### src/rtl/decode_pipe_if.sv
// Fetch -> decode -> execute bundle for decode_pipe, including the regfile read port.
// The slave modport is the decode stage; master is whatever surrounds it.
interface decode_pipe_if #(
    parameter int XLEN          = 32,
    parameter int REG_IDX_WIDTH = 5,
    parameter int PC_WIDTH      = 32,
    parameter int CNT_WIDTH     = 32
) ();
    logic                     flush_i;
    logic                     if_valid_i;
    logic                     if_ready_o;
    logic [31:0]              if_instr_i;
    logic [PC_WIDTH-1:0]      if_pc_i;
    logic [REG_IDX_WIDTH-1:0] dec_rs1_idx_o;
    logic [REG_IDX_WIDTH-1:0] dec_rs2_idx_o;
    logic                     dec_rs1_en;
    logic                     dec_rs2_en;
    logic [XLEN-1:0]          dec_rs1_i;
    logic [XLEN-1:0]          dec_rs2_i;
    logic                     ex_valid_o;
    logic                     ex_ready_i;
    logic [PC_WIDTH-1:0]      ex_pc_o;
    logic [XLEN-1:0]          ex_rs1_o;
    logic [XLEN-1:0]          ex_rs2_o;
    logic [XLEN-1:0]          ex_imm_o;
    logic [REG_IDX_WIDTH-1:0] ex_rd_idx_o;
    logic                     ex_rd_en_o;
    logic [3:0]               ex_op_o;
    logic [2:0]               ex_fun3_o;
    logic                     ex_alt_o;
    logic                     ex_illegal_o;
    logic [CNT_WIDTH-1:0]     dec_cnt_o;

    modport slave (
        input  flush_i, if_valid_i, if_instr_i, if_pc_i, dec_rs1_i, dec_rs2_i, ex_ready_i,
        output if_ready_o, dec_rs1_idx_o, dec_rs2_idx_o, dec_rs1_en, dec_rs2_en,
               ex_valid_o, ex_pc_o, ex_rs1_o, ex_rs2_o, ex_imm_o, ex_rd_idx_o, ex_rd_en_o,
               ex_op_o, ex_fun3_o, ex_alt_o, ex_illegal_o, dec_cnt_o
    );

    modport master (
        output flush_i, if_valid_i, if_instr_i, if_pc_i, dec_rs1_i, dec_rs2_i, ex_ready_i,
        input  if_ready_o, dec_rs1_idx_o, dec_rs2_idx_o, dec_rs1_en, dec_rs2_en,
               ex_valid_o, ex_pc_o, ex_rs1_o, ex_rs2_o, ex_imm_o, ex_rd_idx_o, ex_rd_en_o,
               ex_op_o, ex_fun3_o, ex_alt_o, ex_illegal_o, dec_cnt_o
    );
endinterface

### src/rtl/decode_pipe.sv
// RV32I(+M) decode stage: combinational crack of the fetched word, regfile index drive,
// and a single valid/ready output register towards execute with flush and a decode counter.
module decode_pipe #(
    parameter int XLEN           = 32,
    parameter int REG_IDX_WIDTH  = 5,
    parameter int PC_WIDTH       = 32,
    parameter int EN_M_EXT       = 1,
    parameter int RD_X0_SUPPRESS = 1,
    parameter int CNT_WIDTH      = 32
) (
    input logic         clk,
    input logic         rst_n,
    decode_pipe_if.slave bus
);
    typedef enum logic [3:0] {
        OPC_LUI      = 4'd0,
        OPC_AUIPC    = 4'd1,
        OPC_JAL      = 4'd2,
        OPC_JALR     = 4'd3,
        OPC_BRANCH   = 4'd4,
        OPC_LOAD     = 4'd5,
        OPC_STORE    = 4'd6,
        OPC_OP_IMM   = 4'd7,
        OPC_OP       = 4'd8,
        OPC_MISC_MEM = 4'd9,
        OPC_SYSTEM   = 4'd10,
        OPC_MULDIV   = 4'd11,
        OPC_ILLEGAL  = 4'd15
    } op_e;

    localparam bit SHAMT6 = (XLEN == 64);

    logic [31:0] instr;
    logic [6:0]  opcode;
    logic [2:0]  fun3;
    logic [6:0]  fun7;
    logic [4:0]  rd_field;

    assign instr    = bus.if_instr_i;
    assign opcode   = instr[6:0];
    assign fun3     = instr[14:12];
    assign fun7     = instr[31:25];
    assign rd_field = instr[11:7];

    logic [XLEN-1:0] imm_i, imm_s, imm_b, imm_u, imm_j;
    assign imm_i = {{(XLEN-11){instr[31]}}, instr[30:20]};
    assign imm_s = {{(XLEN-11){instr[31]}}, instr[30:25], instr[11:7]};
    assign imm_b = {{(XLEN-12){instr[31]}}, instr[7], instr[30:25], instr[11:8], 1'b0};
    assign imm_u = {{(XLEN-31){instr[31]}}, instr[30:12], 12'b0};
    assign imm_j = {{(XLEN-20){instr[31]}}, instr[19:12], instr[20], instr[30:21], 1'b0};

    // On RV64 instr[25] is shamt[5], so it is not part of the funct7 legality check.
    logic shamt_hi_ok, sra_hi_ok;
    assign shamt_hi_ok = (instr[31:26] == 6'b000000) && (SHAMT6 || !instr[25]);
    assign sra_hi_ok   = (instr[31:26] == 6'b010000) && (SHAMT6 || !instr[25]);

    op_e             op_c;
    logic [XLEN-1:0] imm_c;
    logic            rs1_en_c, rs2_en_c, rd_use_c, rd_en_c, alt_c, illegal_c;

    always_comb begin
        op_c      = OPC_ILLEGAL;
        imm_c     = '0;
        rs1_en_c  = 1'b0;
        rs2_en_c  = 1'b0;
        rd_use_c  = 1'b0;
        alt_c     = 1'b0;
        illegal_c = 1'b0;
        case (opcode)
            7'b0110111: begin op_c = OPC_LUI;   imm_c = imm_u; rd_use_c = 1'b1; end
            7'b0010111: begin op_c = OPC_AUIPC; imm_c = imm_u; rd_use_c = 1'b1; end
            7'b1101111: begin op_c = OPC_JAL;   imm_c = imm_j; rd_use_c = 1'b1; end
            7'b1100111: begin
                op_c = OPC_JALR; imm_c = imm_i; rs1_en_c = 1'b1; rd_use_c = 1'b1;
                illegal_c = (fun3 != 3'b000);
            end
            7'b1100011: begin
                op_c = OPC_BRANCH; imm_c = imm_b; rs1_en_c = 1'b1; rs2_en_c = 1'b1;
                illegal_c = (fun3 == 3'b010) || (fun3 == 3'b011);
            end
            7'b0000011: begin
                op_c = OPC_LOAD; imm_c = imm_i; rs1_en_c = 1'b1; rd_use_c = 1'b1;
                illegal_c = (fun3 == 3'b011) || (fun3 == 3'b110) || (fun3 == 3'b111);
            end
            7'b0100011: begin
                op_c = OPC_STORE; imm_c = imm_s; rs1_en_c = 1'b1; rs2_en_c = 1'b1;
                illegal_c = (fun3 >= 3'b011);
            end
            7'b0010011: begin
                op_c = OPC_OP_IMM; imm_c = imm_i; rs1_en_c = 1'b1; rd_use_c = 1'b1;
                if (fun3 == 3'b001) begin
                    illegal_c = !shamt_hi_ok;
                end else if (fun3 == 3'b101) begin
                    illegal_c = !(shamt_hi_ok || sra_hi_ok);
                    alt_c     = instr[30];
                end
            end
            7'b0110011: begin
                op_c = OPC_OP; rs1_en_c = 1'b1; rs2_en_c = 1'b1; rd_use_c = 1'b1;
                alt_c = instr[30];
                case (fun7)
                    7'b0000000: illegal_c = 1'b0;
                    7'b0100000: illegal_c = !((fun3 == 3'b000) || (fun3 == 3'b101));
                    7'b0000001: begin
                        op_c      = OPC_MULDIV;
                        illegal_c = (EN_M_EXT == 0);
                    end
                    default:    illegal_c = 1'b1;
                endcase
            end
            7'b0001111: op_c = OPC_MISC_MEM;
            7'b1110011: begin
                op_c     = OPC_SYSTEM;
                imm_c    = imm_i;
                rs1_en_c = (fun3 == 3'b001) || (fun3 == 3'b010) || (fun3 == 3'b011);
                rd_use_c = (fun3 != 3'b000);
            end
            default: illegal_c = 1'b1;
        endcase
        if (instr[1:0] != 2'b11) begin
            illegal_c = 1'b1;
        end
        // An illegal word must not touch the regfile or carry an operand downstream.
        if (illegal_c) begin
            op_c     = OPC_ILLEGAL;
            imm_c    = '0;
            rs1_en_c = 1'b0;
            rs2_en_c = 1'b0;
            rd_use_c = 1'b0;
            alt_c    = 1'b0;
        end
    end

    assign rd_en_c = rd_use_c && !((RD_X0_SUPPRESS != 0) && (rd_field == 5'd0));

    assign bus.dec_rs1_idx_o = REG_IDX_WIDTH'(instr[19:15]);
    assign bus.dec_rs2_idx_o = REG_IDX_WIDTH'(instr[24:20]);
    assign bus.dec_rs1_en    = rs1_en_c;
    assign bus.dec_rs2_en    = rs2_en_c;

    logic                     valid_reg;
    logic [PC_WIDTH-1:0]      pc_reg;
    logic [XLEN-1:0]          rs1_reg, rs2_reg, imm_reg;
    logic [REG_IDX_WIDTH-1:0] rd_idx_reg;
    logic                     rd_en_reg, alt_reg, illegal_reg;
    logic [3:0]               op_reg;
    logic [2:0]               fun3_reg;
    logic [CNT_WIDTH-1:0]     cnt_reg;
    logic                     if_ready, accept;

    assign if_ready = bus.flush_i || !valid_reg || bus.ex_ready_i;
    assign accept   = bus.if_valid_i && if_ready && !bus.flush_i;

    always_ff @(posedge clk) begin
        if (!rst_n) begin
            valid_reg   <= 1'b0;
            pc_reg      <= '0;
            rs1_reg     <= '0;
            rs2_reg     <= '0;
            imm_reg     <= '0;
            rd_idx_reg  <= '0;
            rd_en_reg   <= 1'b0;
            op_reg      <= '0;
            fun3_reg    <= '0;
            alt_reg     <= 1'b0;
            illegal_reg <= 1'b0;
            cnt_reg     <= '0;
        end else begin
            if (accept) begin
                valid_reg   <= 1'b1;
                pc_reg      <= bus.if_pc_i;
                rs1_reg     <= rs1_en_c ? bus.dec_rs1_i : '0;
                rs2_reg     <= rs2_en_c ? bus.dec_rs2_i : '0;
                imm_reg     <= imm_c;
                rd_idx_reg  <= REG_IDX_WIDTH'(rd_field);
                rd_en_reg   <= rd_en_c;
                op_reg      <= op_c;
                fun3_reg    <= fun3;
                alt_reg     <= alt_c;
                illegal_reg <= illegal_c;
            end else if (bus.flush_i || bus.ex_ready_i) begin
                valid_reg <= 1'b0;
            end
            // A handshake completes even when a flush lands in the same cycle.
            if (valid_reg && bus.ex_ready_i) begin
                cnt_reg <= cnt_reg + CNT_WIDTH'(1);
            end
        end
    end

    assign bus.if_ready_o   = if_ready;
    assign bus.ex_valid_o   = valid_reg;
    assign bus.ex_pc_o      = pc_reg;
    assign bus.ex_rs1_o     = rs1_reg;
    assign bus.ex_rs2_o     = rs2_reg;
    assign bus.ex_imm_o     = imm_reg;
    assign bus.ex_rd_idx_o  = rd_idx_reg;
    assign bus.ex_rd_en_o   = rd_en_reg;
    assign bus.ex_op_o      = op_reg;
    assign bus.ex_fun3_o    = fun3_reg;
    assign bus.ex_alt_o     = alt_reg;
    assign bus.ex_illegal_o = illegal_reg;
    assign bus.dec_cnt_o    = cnt_reg;
endmodule
### src/flat_wrapper.sv
// flat-port wrapper written by rule: the top's interface ports become plain ports
module decode_pipe_flat 
#(
    parameter int XLEN           = 32,
    parameter int REG_IDX_WIDTH  = 5,
    parameter int PC_WIDTH       = 32,
    parameter int EN_M_EXT       = 1,
    parameter int RD_X0_SUPPRESS = 1,
    parameter int CNT_WIDTH      = 32
)
  (clk, rst_n, bus_flush_i, bus_if_valid_i, bus_if_instr_i, bus_if_pc_i, bus_dec_rs1_i, bus_dec_rs2_i, bus_ex_ready_i, bus_if_ready_o, bus_dec_rs1_idx_o, bus_dec_rs2_idx_o, bus_dec_rs1_en, bus_dec_rs2_en, bus_ex_valid_o, bus_ex_pc_o, bus_ex_rs1_o, bus_ex_rs2_o, bus_ex_imm_o, bus_ex_rd_idx_o, bus_ex_rd_en_o, bus_ex_op_o, bus_ex_fun3_o, bus_ex_alt_o, bus_ex_illegal_o, bus_dec_cnt_o);
  decode_pipe_if #(.XLEN(XLEN), .REG_IDX_WIDTH(REG_IDX_WIDTH), .PC_WIDTH(PC_WIDTH), .CNT_WIDTH(CNT_WIDTH)) bus_i ();
  input logic clk;
  input logic rst_n;
  input wire logic [$bits(bus_i.flush_i)-1:0] bus_flush_i;
  input wire logic [$bits(bus_i.if_valid_i)-1:0] bus_if_valid_i;
  input wire logic [$bits(bus_i.if_instr_i)-1:0] bus_if_instr_i;
  input wire logic [$bits(bus_i.if_pc_i)-1:0] bus_if_pc_i;
  input wire logic [$bits(bus_i.dec_rs1_i)-1:0] bus_dec_rs1_i;
  input wire logic [$bits(bus_i.dec_rs2_i)-1:0] bus_dec_rs2_i;
  input wire logic [$bits(bus_i.ex_ready_i)-1:0] bus_ex_ready_i;
  output wire logic [$bits(bus_i.if_ready_o)-1:0] bus_if_ready_o;
  output wire logic [$bits(bus_i.dec_rs1_idx_o)-1:0] bus_dec_rs1_idx_o;
  output wire logic [$bits(bus_i.dec_rs2_idx_o)-1:0] bus_dec_rs2_idx_o;
  output wire logic [$bits(bus_i.dec_rs1_en)-1:0] bus_dec_rs1_en;
  output wire logic [$bits(bus_i.dec_rs2_en)-1:0] bus_dec_rs2_en;
  output wire logic [$bits(bus_i.ex_valid_o)-1:0] bus_ex_valid_o;
  output wire logic [$bits(bus_i.ex_pc_o)-1:0] bus_ex_pc_o;
  output wire logic [$bits(bus_i.ex_rs1_o)-1:0] bus_ex_rs1_o;
  output wire logic [$bits(bus_i.ex_rs2_o)-1:0] bus_ex_rs2_o;
  output wire logic [$bits(bus_i.ex_imm_o)-1:0] bus_ex_imm_o;
  output wire logic [$bits(bus_i.ex_rd_idx_o)-1:0] bus_ex_rd_idx_o;
  output wire logic [$bits(bus_i.ex_rd_en_o)-1:0] bus_ex_rd_en_o;
  output wire logic [$bits(bus_i.ex_op_o)-1:0] bus_ex_op_o;
  output wire logic [$bits(bus_i.ex_fun3_o)-1:0] bus_ex_fun3_o;
  output wire logic [$bits(bus_i.ex_alt_o)-1:0] bus_ex_alt_o;
  output wire logic [$bits(bus_i.ex_illegal_o)-1:0] bus_ex_illegal_o;
  output wire logic [$bits(bus_i.dec_cnt_o)-1:0] bus_dec_cnt_o;
  assign bus_i.flush_i = bus_flush_i;
  assign bus_i.if_valid_i = bus_if_valid_i;
  assign bus_i.if_instr_i = bus_if_instr_i;
  assign bus_i.if_pc_i = bus_if_pc_i;
  assign bus_i.dec_rs1_i = bus_dec_rs1_i;
  assign bus_i.dec_rs2_i = bus_dec_rs2_i;
  assign bus_i.ex_ready_i = bus_ex_ready_i;
  assign bus_if_ready_o = bus_i.if_ready_o;
  assign bus_dec_rs1_idx_o = bus_i.dec_rs1_idx_o;
  assign bus_dec_rs2_idx_o = bus_i.dec_rs2_idx_o;
  assign bus_dec_rs1_en = bus_i.dec_rs1_en;
  assign bus_dec_rs2_en = bus_i.dec_rs2_en;
  assign bus_ex_valid_o = bus_i.ex_valid_o;
  assign bus_ex_pc_o = bus_i.ex_pc_o;
  assign bus_ex_rs1_o = bus_i.ex_rs1_o;
  assign bus_ex_rs2_o = bus_i.ex_rs2_o;
  assign bus_ex_imm_o = bus_i.ex_imm_o;
  assign bus_ex_rd_idx_o = bus_i.ex_rd_idx_o;
  assign bus_ex_rd_en_o = bus_i.ex_rd_en_o;
  assign bus_ex_op_o = bus_i.ex_op_o;
  assign bus_ex_fun3_o = bus_i.ex_fun3_o;
  assign bus_ex_alt_o = bus_i.ex_alt_o;
  assign bus_ex_illegal_o = bus_i.ex_illegal_o;
  assign bus_dec_cnt_o = bus_i.dec_cnt_o;
  decode_pipe #(.XLEN(XLEN), .REG_IDX_WIDTH(REG_IDX_WIDTH), .PC_WIDTH(PC_WIDTH), .EN_M_EXT(EN_M_EXT), .RD_X0_SUPPRESS(RD_X0_SUPPRESS), .CNT_WIDTH(CNT_WIDTH)) u_core (.clk(clk), .rst_n(rst_n), .bus(bus_i));
endmodule
### config.mk
export PLATFORM = sky130hd
export DESIGN_NAME = decode_pipe_flat
export DESIGN_NICKNAME = d
export VERILOG_FILES = /design/src/rtl/decode_pipe_if.sv /design/src/rtl/decode_pipe.sv /design/src/flat_wrapper.sv
export SDC_FILE = /design/constraint.sdc
export NUM_CORES = 1
export LEC_CHECK = 0
export CORE_MARGIN = 2
export CORE_UTILIZATION = 25
export CTS_BUF_LIST = sky130_fd_sc_hd__clkbuf_2
export DETAILED_ROUTE_END_ITERATION = 16
export GPL_TIMING_DRIVEN = 0
export RECOVER_POWER = 100
export SYNTH_ARGS = -nofsm -noshare
export SYNTH_HDL_FRONTEND = slang
export SYNTH_SLANG_ARGS = --single-unit
### constraint.sdc
create_clock -name clk -period 4.65 [get_ports clk]
set_clock_uncertainty 0.2 [all_clocks]
set_input_delay 0.93 -clock clk [delete_from_list [all_inputs] [get_ports clk]]
set_output_delay 0.93 -clock clk [all_outputs]
set_load 0.1 [all_outputs]
==> results.json <==
{
  "antenna_found_initial": 4,
  "postPlaceCellArea_um2": 11140,
  "num_io_pins": 322,
  "die_area_um2": 31280,
  "drv_slew": 0,
  "power.switching_mw": 1.026,
  "syn-num-nets": 1051,
  "synthFlopType": "dfxtp_1",
  "synth_top_area_cell": "dfxtp_1",
  "min_path_cells": 2,
  "antenna_left": 0,
  "crit_path_max_fanout": 19,
  "ys_async_sr_fraction_pct": 0,
  "nets": 1386,
  "place_inst": 1624,
  "powerDensity_nw_per_um2": 258.9,
  "track_usage_pct": 16.98,
  "reg2reg_depth": 7,
  "clock.fmax_ghz": 0.2215,
  "postCtsHoldBufs": 0,
  "vias": 7670,
  "switching_share_pct": 34.42,
  "avgRoutedWirePerCell_um": 16.45,
  "clockBufferDepth": 2,
  "status": "complete, no violations",
  "worstSetupPathType": "input port to primary output",
  "r2r-start": "u_core.bus.ex_valid_o",
  "finalCriticalPeriod_ps": 4514,
  "yosysUniqueCellTypes": 56,
  "seqPwrFrac_pct": 51.9,
  "synth-seq-area-share_pct": 47.16,
  "combPwrFrac_pct": 18.0,
  "grt_pass1_wl_um": 41470,
  "endpoint_kind": "primary output",
  "rsz0062_at_grt": "no",
  "pwr-share-clk_pct": 30.1,
  "r2r_slack_ps": 2070,
  "yosysTopAreaCellShare_pct": 47.16,
  "cts-buffers-inserted": 17,
  "grt_pass1_vias": 7345,
  "slew_headroom_pct": 21.74,
  "setup_violations": 0,
  "drt_iter0_drc": 349,
  "core-area_um2": 29560,
  "finalPower_mw": 2.979,
  "cts_setup_buffers": 0,
  "yosysWarnings": 0,
  "synth_enable_flop_cells": 0,
  "fin_crit_sh_pct": 97.08,
  "grt_max_degree": 20,
  "root_buffer": "clkbuf_2",
  "cp.required_ps": 3520,
  "rows": 63,
  "drive_above_1_share_pct": 5.296,
  "max_cap_violations": 0,
  "hp-start": "u_core.bus.ex_imm_o[14]",
  "startpoint": "bus_if_instr_i[27]",
  "area_growth_pct": 54.01,
  "die_h_um": 176.9,
  "design_area_um2": 11510,
  "ys_ff_latch": 176,
  "htreeDepth": 4,
  "dr.pass1.iters": 5,
  "cts-resized-gates": 33,
  "worst_ep_arrival_time_ps": 3380,
  "hold_viol": 0,
  "p_leak_nw": 4.456,
  "r2r-end": "u_core.bus.ex_rs2_o[29]",
  "numPortBuffers": 316,
  "clk_pin_slew_ps": 290,
  "overflow": 0,
  "vdd_drop_max_mv": 0.1788,
  "final_cell_mix": "208 x nand2_1, 190 x dlygate4sd3_1, 176 x dfxtp_1, 119 x clkdlybuf4s50_1, 81 x o21ai_0",
  "p_int_mw": 1.954,
  "numClockSinks": 176,
  "drc": 0,
  "syn_inst": 917,
  "gp_congestion": 0.8972,
  "start_kind": "input port",
  "synth_area_um2": 7471,
  "pre_cts_ws_ps": -1582,
  "final_cells": 1658,
  "holdPathEnd": "u_core.bus.ex_imm_o[14]",
  "hold_path_class": "flop to flop",
  "clk_latency_ps": 760,
  "routed_wl_um": 27270,
  "via_per_inst": 4.626,
  "worstMarginPinSlew_ps": 1165,
  "fin_tns_setup_ps": 0,
  "final_common_cell": "nand2_1",
  "dp_hpwl_um": 20990,
  "die_x_um": 176.9,
  "start_util_pct": 25.27,
  "cts_tree": "done",
  "yosys-top-cells-area": "dfxtp_1 47%, nand2_1 10%, o21ai_0 5.4%",
  "fin_ws_ps": 135.6,
  "avgSynthCellArea_um2": 8.147
}
## synth_stat cells (all sizes together) (16+ instances only)
| cell | number |
|---|---|
| xnor2 | 16 |
| a21oi | 25 |
| o21ai | 83 |
| clkbuf | 68 |
| and2 | 31 |
| dfxtp | 176 |
| a21boi | 44 |
| nand3 | 78 |
| o31ai | 32 |
| nand2 | 208 |
| nor2 | 21 |
## per-stage QoR
stage | hold WS [ps] | utilization, %
after detailed placement | 239.2 | 37.69
after global placement | 232.1 | 37.64
after CTS | 247.8 | 38.85
after floorplan | 681.4 | -
after global routing | 192.0 | 38.91
final | 271.6 | 38.92
## per-layer routing
| metal | GRT usage [%] | vias to the layer above | part of all wire, % |
|---|---|---|---|
| met5 | 0 | - | 0.048 |
| met4 | 4.201 | 2 | 1.5 |
| met3 | 6.143 | 24 | 8.6 |
| met2 | 28.42 | 260 | 47 |
| met1 | 20.67 | 3562 | 43 |
| li1 | - | 3822 | - |
## layout make-up
class | count | area (um2)
antenna | 3 | 7.507
buffer | 81 | 371.6
clock buffer | 17 | 85.08
clock inverter | 15 | 196.4
fill | 3061 | 18050
inverter | 10 | 37.54
multi-input combinational | 649 | 3605
sequential | 176 | 3523
tap | 390 | 488.0
timing repair buffer | 317 | 3192
## worst max-delay path by stage
stage / to / slack (ps) / cells past startpoint
after floorplan: bus_dec_rs1_en / -130 / 8
after global placement: bus_dec_rs2_en / -1590 / 10
after detailed placement: bus_dec_rs1_en / -1580 / 10
after CTS: bus_dec_rs1_en / 20 / 9
after global routing: bus_dec_rs1_en / 8 / 9
final: bus_dec_rs1_en / 140 / 9
## flip-flops by register name, summed over array words and instances, names as in the netlist
name / flops
u_core.bus.dec_cnt_o: 32
u_core.bus.ex_alt_o: 1
u_core.bus.ex_rs1_o: 32
u_core.bus.ex_illegal_o: 1
u_core.bus.ex_rs2_o: 32
u_core.bus.ex_valid_o: 1
u_core.bus.ex_op_o: 4
u_core.bus.ex_rd_idx_o: 5
u_core.bus.ex_imm_o: 32
u_core.bus.ex_pc_o: 32
u_core.bus.ex_fun3_o: 3
u_core.bus.ex_rd_en_o: 1
## kinds of logic after synthesis
group,share of synthesized area [%]
AND/OR/NAND/NOR,25.14
AO/OA/AOI/OAI,18.62
flip-flops,47.16
buffers and inverters,5.259
XOR/XNOR,3.517
multiplexers,0.1340
adder cells (fa/ha/maj),0.1674
## critical path, stage by stage
cell	delay, ps
dlygate4sd2_1	280
or4_4	570
a2111oi_4	320
o22ai_1	130
or4_1	490
buf_6	170
buf_12	170
nor2b_4	140
buf_12	180
## power by group through the flow
stage               logic [mW]  clock network, mW  registers, mW
floorplan                0.166                  0           1.72
global placement         0.544                  0           1.57
detailed placement       0.544                  0           1.57
CTS                      0.548              0.942           1.55
global route             0.567               1.00           1.55
finish                   0.535              0.898           1.55
Power figures use the tool's default switching activity.
==> edit 1: new RTL, same flow settings <==
`PC_WIDTH` is set to 32 in 3 places; all go to 64.
--- a/src/rtl/decode_pipe_if.sv
+++ b/src/rtl/decode_pipe_if.sv
@@ -3,7 +3,7 @@
 interface decode_pipe_if #(
     parameter int XLEN          = 32,
     parameter int REG_IDX_WIDTH = 5,
-    parameter int PC_WIDTH      = 32,
+    parameter int PC_WIDTH      = 64,
     parameter int CNT_WIDTH     = 32
 ) ();
     logic                     flush_i;
--- a/src/rtl/decode_pipe.sv
+++ b/src/rtl/decode_pipe.sv
@@ -3,7 +3,7 @@
 module decode_pipe #(
     parameter int XLEN           = 32,
     parameter int REG_IDX_WIDTH  = 5,
-    parameter int PC_WIDTH       = 32,
+    parameter int PC_WIDTH       = 64,
     parameter int EN_M_EXT       = 1,
     parameter int RD_X0_SUPPRESS = 1,
     parameter int CNT_WIDTH      = 32
--- a/src/flat_wrapper.sv
+++ b/src/flat_wrapper.sv
@@ -3,7 +3,7 @@
 #(
     parameter int XLEN           = 32,
     parameter int REG_IDX_WIDTH  = 5,
-    parameter int PC_WIDTH       = 32,
+    parameter int PC_WIDTH       = 64,
     parameter int EN_M_EXT       = 1,
     parameter int RD_X0_SUPPRESS = 1,
     parameter int CNT_WIDTH      = 32
Interface: changed (resized bus_ex_pc_o and bus_if_pc_i); port bits go from 322 to 386. No check against the original RTL was run, so the function may have changed too.
==> edit 1 against the unedited design <==
Cell area up 13%; die area is 8.9% higher; routed wire length up 21%; clock power rose by 38%; area after synthesis rose by 9.1%; critical path type unchanged; sequential cell count increased by 32; cell count is 10% higher; total power rose by 27%; setup slack improved by 0.049 ns.
==> edit 1: results (changes against the unedited design) <==
status: "complete, no violations"
cts_buffers: 58  # +41
place_ws_ns: -0.653  # +0.929 ns
cts_resized: 8  # -76%
whs_ns: 0.255  # -0.0164 ns
yosysSeqAreaShare_pct: 51.1  # +3.9 points
avgViaCountPerCell: 4.71  # +1.7%
critPathSlowestCell: "or4b_4"
syn_inst: 916  # -0.11%
cts.clk_slew.worst_paths_ns: 0.09  # -0.20 ns
p_switching_mw: 1.27  # +24%
post_drt_wl_per_cell_um: 18.1  # +9.9%
grt_max_degree: 15  # -25%
grtUsageTotal_pct: 18.8  # +1.8 points
rrSetupSlack_ns: 1.59  # -0.48 ns
grt_pass1_vias: 8717  # +19%
drt_iter0_drc: 283  # -19%
p_leak_nw: 5.24  # +18%
nets: 1523  # +9.9%
r2r_cells: 8  # +1
p_seq_mw: 1.83  # +18%
hp-start: "u_core.bus.ex_pc_o[15]"
grt_pass1_wl_um: 49500  # +19%
drive_gt1_share_pct: 7.78  # +2.5 points
comb_power_share_pct: 18.7  # +0.7 points
rr_endpoint: "u_core.bus.ex_imm_o[11]"
ys_top_cells_by_area: "dfxtp_1 (51%), nand2_1 (9.1%), a21oi_1 (6.0%), a32o_1 (4.7%), a22o_1 (3.5%)"
syn-num-nets: 1082  # +2.9%
globalplace.congestion: 0.857  # -4.4%
clock_latency_ns: 0.79  # +0.03 ns
routed_wl_um: 33100  # +21%
clk_path_buf_depth: 3  # +1
htree_levels: 2  # -2
synthTopCellsByCount: "dfxtp_1 (208), nand2_1 (197), a21oi_1 (98)"
powerDensity_nw_per_um2: 291  # +12%
[edit 1: final cells by class]
| class | count | area (um2) |
|---|---|---|
| Antenna cell | 1 | 2.50 |
| Buffer | 78 | 334 |
| Clock buffer | 81 | 405 |
| Clock inverter | 11 | 42.5 |
| Fill cell | 3296 | 19300 |
| Inverter | 12 | 45.0 |
| Multi-Input combinational cell | 618 | 3590 |
| Sequential cell | 208 | 4160 |
| Tap cell | 442 | 553 |
| Timing Repair Buffer | 381 | 3810 |
[edit 1: routing by layer]
metal / track usage (%) / part of all wire, % / up-vias / routed length, um
li1: - / - / 4167 / -
met1: 20.5 / 38 / 3996 / 12700
met2: 33.5 / 49 / 391 / 16200
met3: 7.01 / 10 / 68 / 3370
met4: 6.08 / 2.4 / 0 / 806
met5: 0 / 0 / - / 0
[edit 1: cell families (layout without fill, tap and decap cells)]
kind of cell / count (synthesis) / after routing / synth area share [%]
AOI/OAI and AO/OA: 254 / 254 / 22.1
xor gates and xnor gates: 24 / 24 / 2.58
adders and majority gates: 1 / 1 / 0.154
buffers and inverters: 90 / 563 / 4.93
DFF: 208 / 208 / 51.1
muxes: 5 / 5 / 0.630
other: 0 / 1 / 0
and+or+nand+nor: 334 / 334 / 18.5
[edit 1: worst max-delay path by stage]
stage	startpoint	endpoint	cells after the start	slack, ns
3_3_place_gp	bus_if_instr_i[3]	bus_dec_rs1_en	8	-0.71
6_report	bus_if_instr_i[26]	bus_dec_rs1_en	7	0.18
4_1_cts	bus_if_instr_i[3]	bus_dec_rs1_en	8	0.07
5_1_grt	bus_if_instr_i[3]	bus_dec_rs1_en	9	0.06
3_5_place_dp	bus_if_instr_i[3]	bus_dec_rs1_en	8	-0.65
2_1_floorplan	bus_if_instr_i[26]	bus_dec_rs1_en	5	0.04
==> edit 2: new RTL, same settings <==
Without the edit above. Reset style: asynchronous (`rst_n`), changed in one clocked block.
--- a/src/rtl/decode_pipe.sv
+++ b/src/rtl/decode_pipe.sv
@@ -151,7 +151,7 @@
     assign if_ready = bus.flush_i || !valid_reg || bus.ex_ready_i;
     assign accept   = bus.if_valid_i && if_ready && !bus.flush_i;
 
-    always_ff @(posedge clk) begin
+    always_ff @(posedge clk or negedge rst_n) begin
         if (!rst_n) begin
             valid_reg   <= 1'b0;
             pc_reg      <= '0;
Behaviour: differs if rst_n is asserted again (counterexample within 4 cycles, from zero or initial values and one cycle with rst_n low); with rst_n held inactive, the same outputs for 4 cycles.
==> edit 2 against the unedited design <==
The run now ends with max-capacitance violations, max-slew violations left; area after synthesis increased by 0.95%; sequential cell count stayed put; count of clock-buffer cells in the layout unchanged; synthesized cell count down 22%; non-clock buffer count decreased by 25; critical path depth is the same; largest cell class is now registers; first-iteration DRC count is 10% lower; cell area decreased by 0.73%; setup slack lost 0.020 ns; routed wire length is 8.3% lower.
Power is not compared: it rests on default switching activity, and its combinational part moved more than twofold at a synthesized area within 25%.
==> edit 2: results (changes against the unedited design) <==
cts.clk_slew.worst_paths_ns: 0.32  # +0.03 ns
syn_inst: 715  # -22%
inverters: 8  # -2
synth-adder-area-share_pct: 0.166  # -0.0016 points
grt_pass1_vias: 6827  # -7.1%
met3_wirelength_um: 1960  # -16%
antenna_found_initial: 1  # -3
place_ws_ns: -0.715  # +0.867 ns
seq_cells: 176  # unchanged
synth_xor_area_share_pct: 3.83  # +0.32 points
drtPass1Iterations: 4  # -1
failed_checks: "max-capacitance violations, max-slew violations"
multi_input_gates: 478  # -26%
avgViaCountPerCell: 4.53  # -2.1%
signal_buffers: 373  # -6.3%
crit_fanout: 8  # -11
met2_usage_pct: 26.3  # -2.2 points
bufAreaShareNonClock_pct: 30.2  # -0.75 points
synthMuxAreaShare_pct: 0.149  # +0.015 points
yosysSeqAreaShare_pct: 58.4  # +11 points
synth_area_um2: 7540  # +0.95%
clock_area_share_pct: 2.23  # -0.21 points
wl_met1_um: 10500  # -10%
critPathSlowestCell: "clkdlybuf4s50_1"
cts_resized: 11  # -67%
grtUsageTotal_pct: 15.7  # -1.3 points
fillers: 2993  # -2.2%
htree_levels: 4  # unchanged
clock_latency_ns: 0.70  # -0.06 ns
finalMaxSlewViolations: 79  # +79
placed_cells: 1424  # -12%
post_drt_wl_per_cell_um: 17.1  # +4.2%
grt_use_met1_pct: 19.6  # -1.1 points
drive_gt1_share_pct: 7.12  # +1.8 points
ctsHoldBuffers: 1  # +1
nets: 1188  # -14%
synthTopCellsByCount: "nand2_1 (179), dfrtp_1 (176), a22o_1 (65)"
diodes: 1  # -2
place_area_um2: 11300  # +0.99%
drt_iter0_drc: 313  # -10%
yosysWarnings: 0  # unchanged
hold_class: "input port to register"
postSynth.asyncResetShare_pct: 100  # +100 points
hpwl_um: 18800  # -11%
regArea_um2: 4400  # +25%
clk_path_buf_depth: 2  # unchanged
portBuffers: 318  # +0.63%
routed_wl_um: 25000  # -8.3%
peakVddDrop_uv: 154
synth_compound_area_share_pct: 16.8  # -1.9 points
ys_top_cells_by_area: "dfrtp_1 (58%), nand2_1 (8.9%), a22o_1 (7.5%), xnor2_1 (2.6%), a21oi_1 (2.3%)"
multi_input_area_share_pct: 24.4  # -6.9 points
crit_family: "buffers and inverters"
wl_met2_um: 12200  # -5.1%
worst_pin_slew_ns: 1.97  # +0.802 ns
worst_ep_arrival_time_ns: 3.40  # +0.02 ns
status: "finished, violations left"
grt_max_degree: 100  # +400%
cap_viol_max_count: 1  # +1
yosysUniqueCellTypes: 53  # -5.4%
[edit 2: final timing paths]
check                                              start  cells past startpoint  slack [ns]                  endpoint
worst min-delay path                  bus_if_instr_i[12]                      3        0.26   u_core.bus.ex_fun3_o[0]
worst max register to register     u_core.bus.ex_valid_o                      6        1.74    u_core.bus.ex_rs1_o[2]
worst max-delay path                   bus_if_instr_i[5]                      9        0.12            bus_dec_rs1_en
worst min register to register  u_core.bus.dec_cnt_o[31]                      1        0.29  u_core.bus.dec_cnt_o[31]
max in group asynchronous                          rst_n                      3        0.82   u_core.bus.ex_imm_o[10]
min in group asynchronous                          rst_n                      2        1.03   u_core.bus.ex_rs1_o[23]
[edit 2: power breakdown]
| part | switching, mW | leakage, nW | internal [mW] |
|---|---|---|---|
| clock network | 0.636 | 0.155 | 0.224 |
| logic | 0.847 | 2.93 | 0.277 |
| registers | 0.0541 | 2.36 | 1.61 |
[edit 2: worst min-delay path, cell delays in order]
cell     delay, ns
buf_2         0.16
nand2_1       0.07
nand2_1       0.04
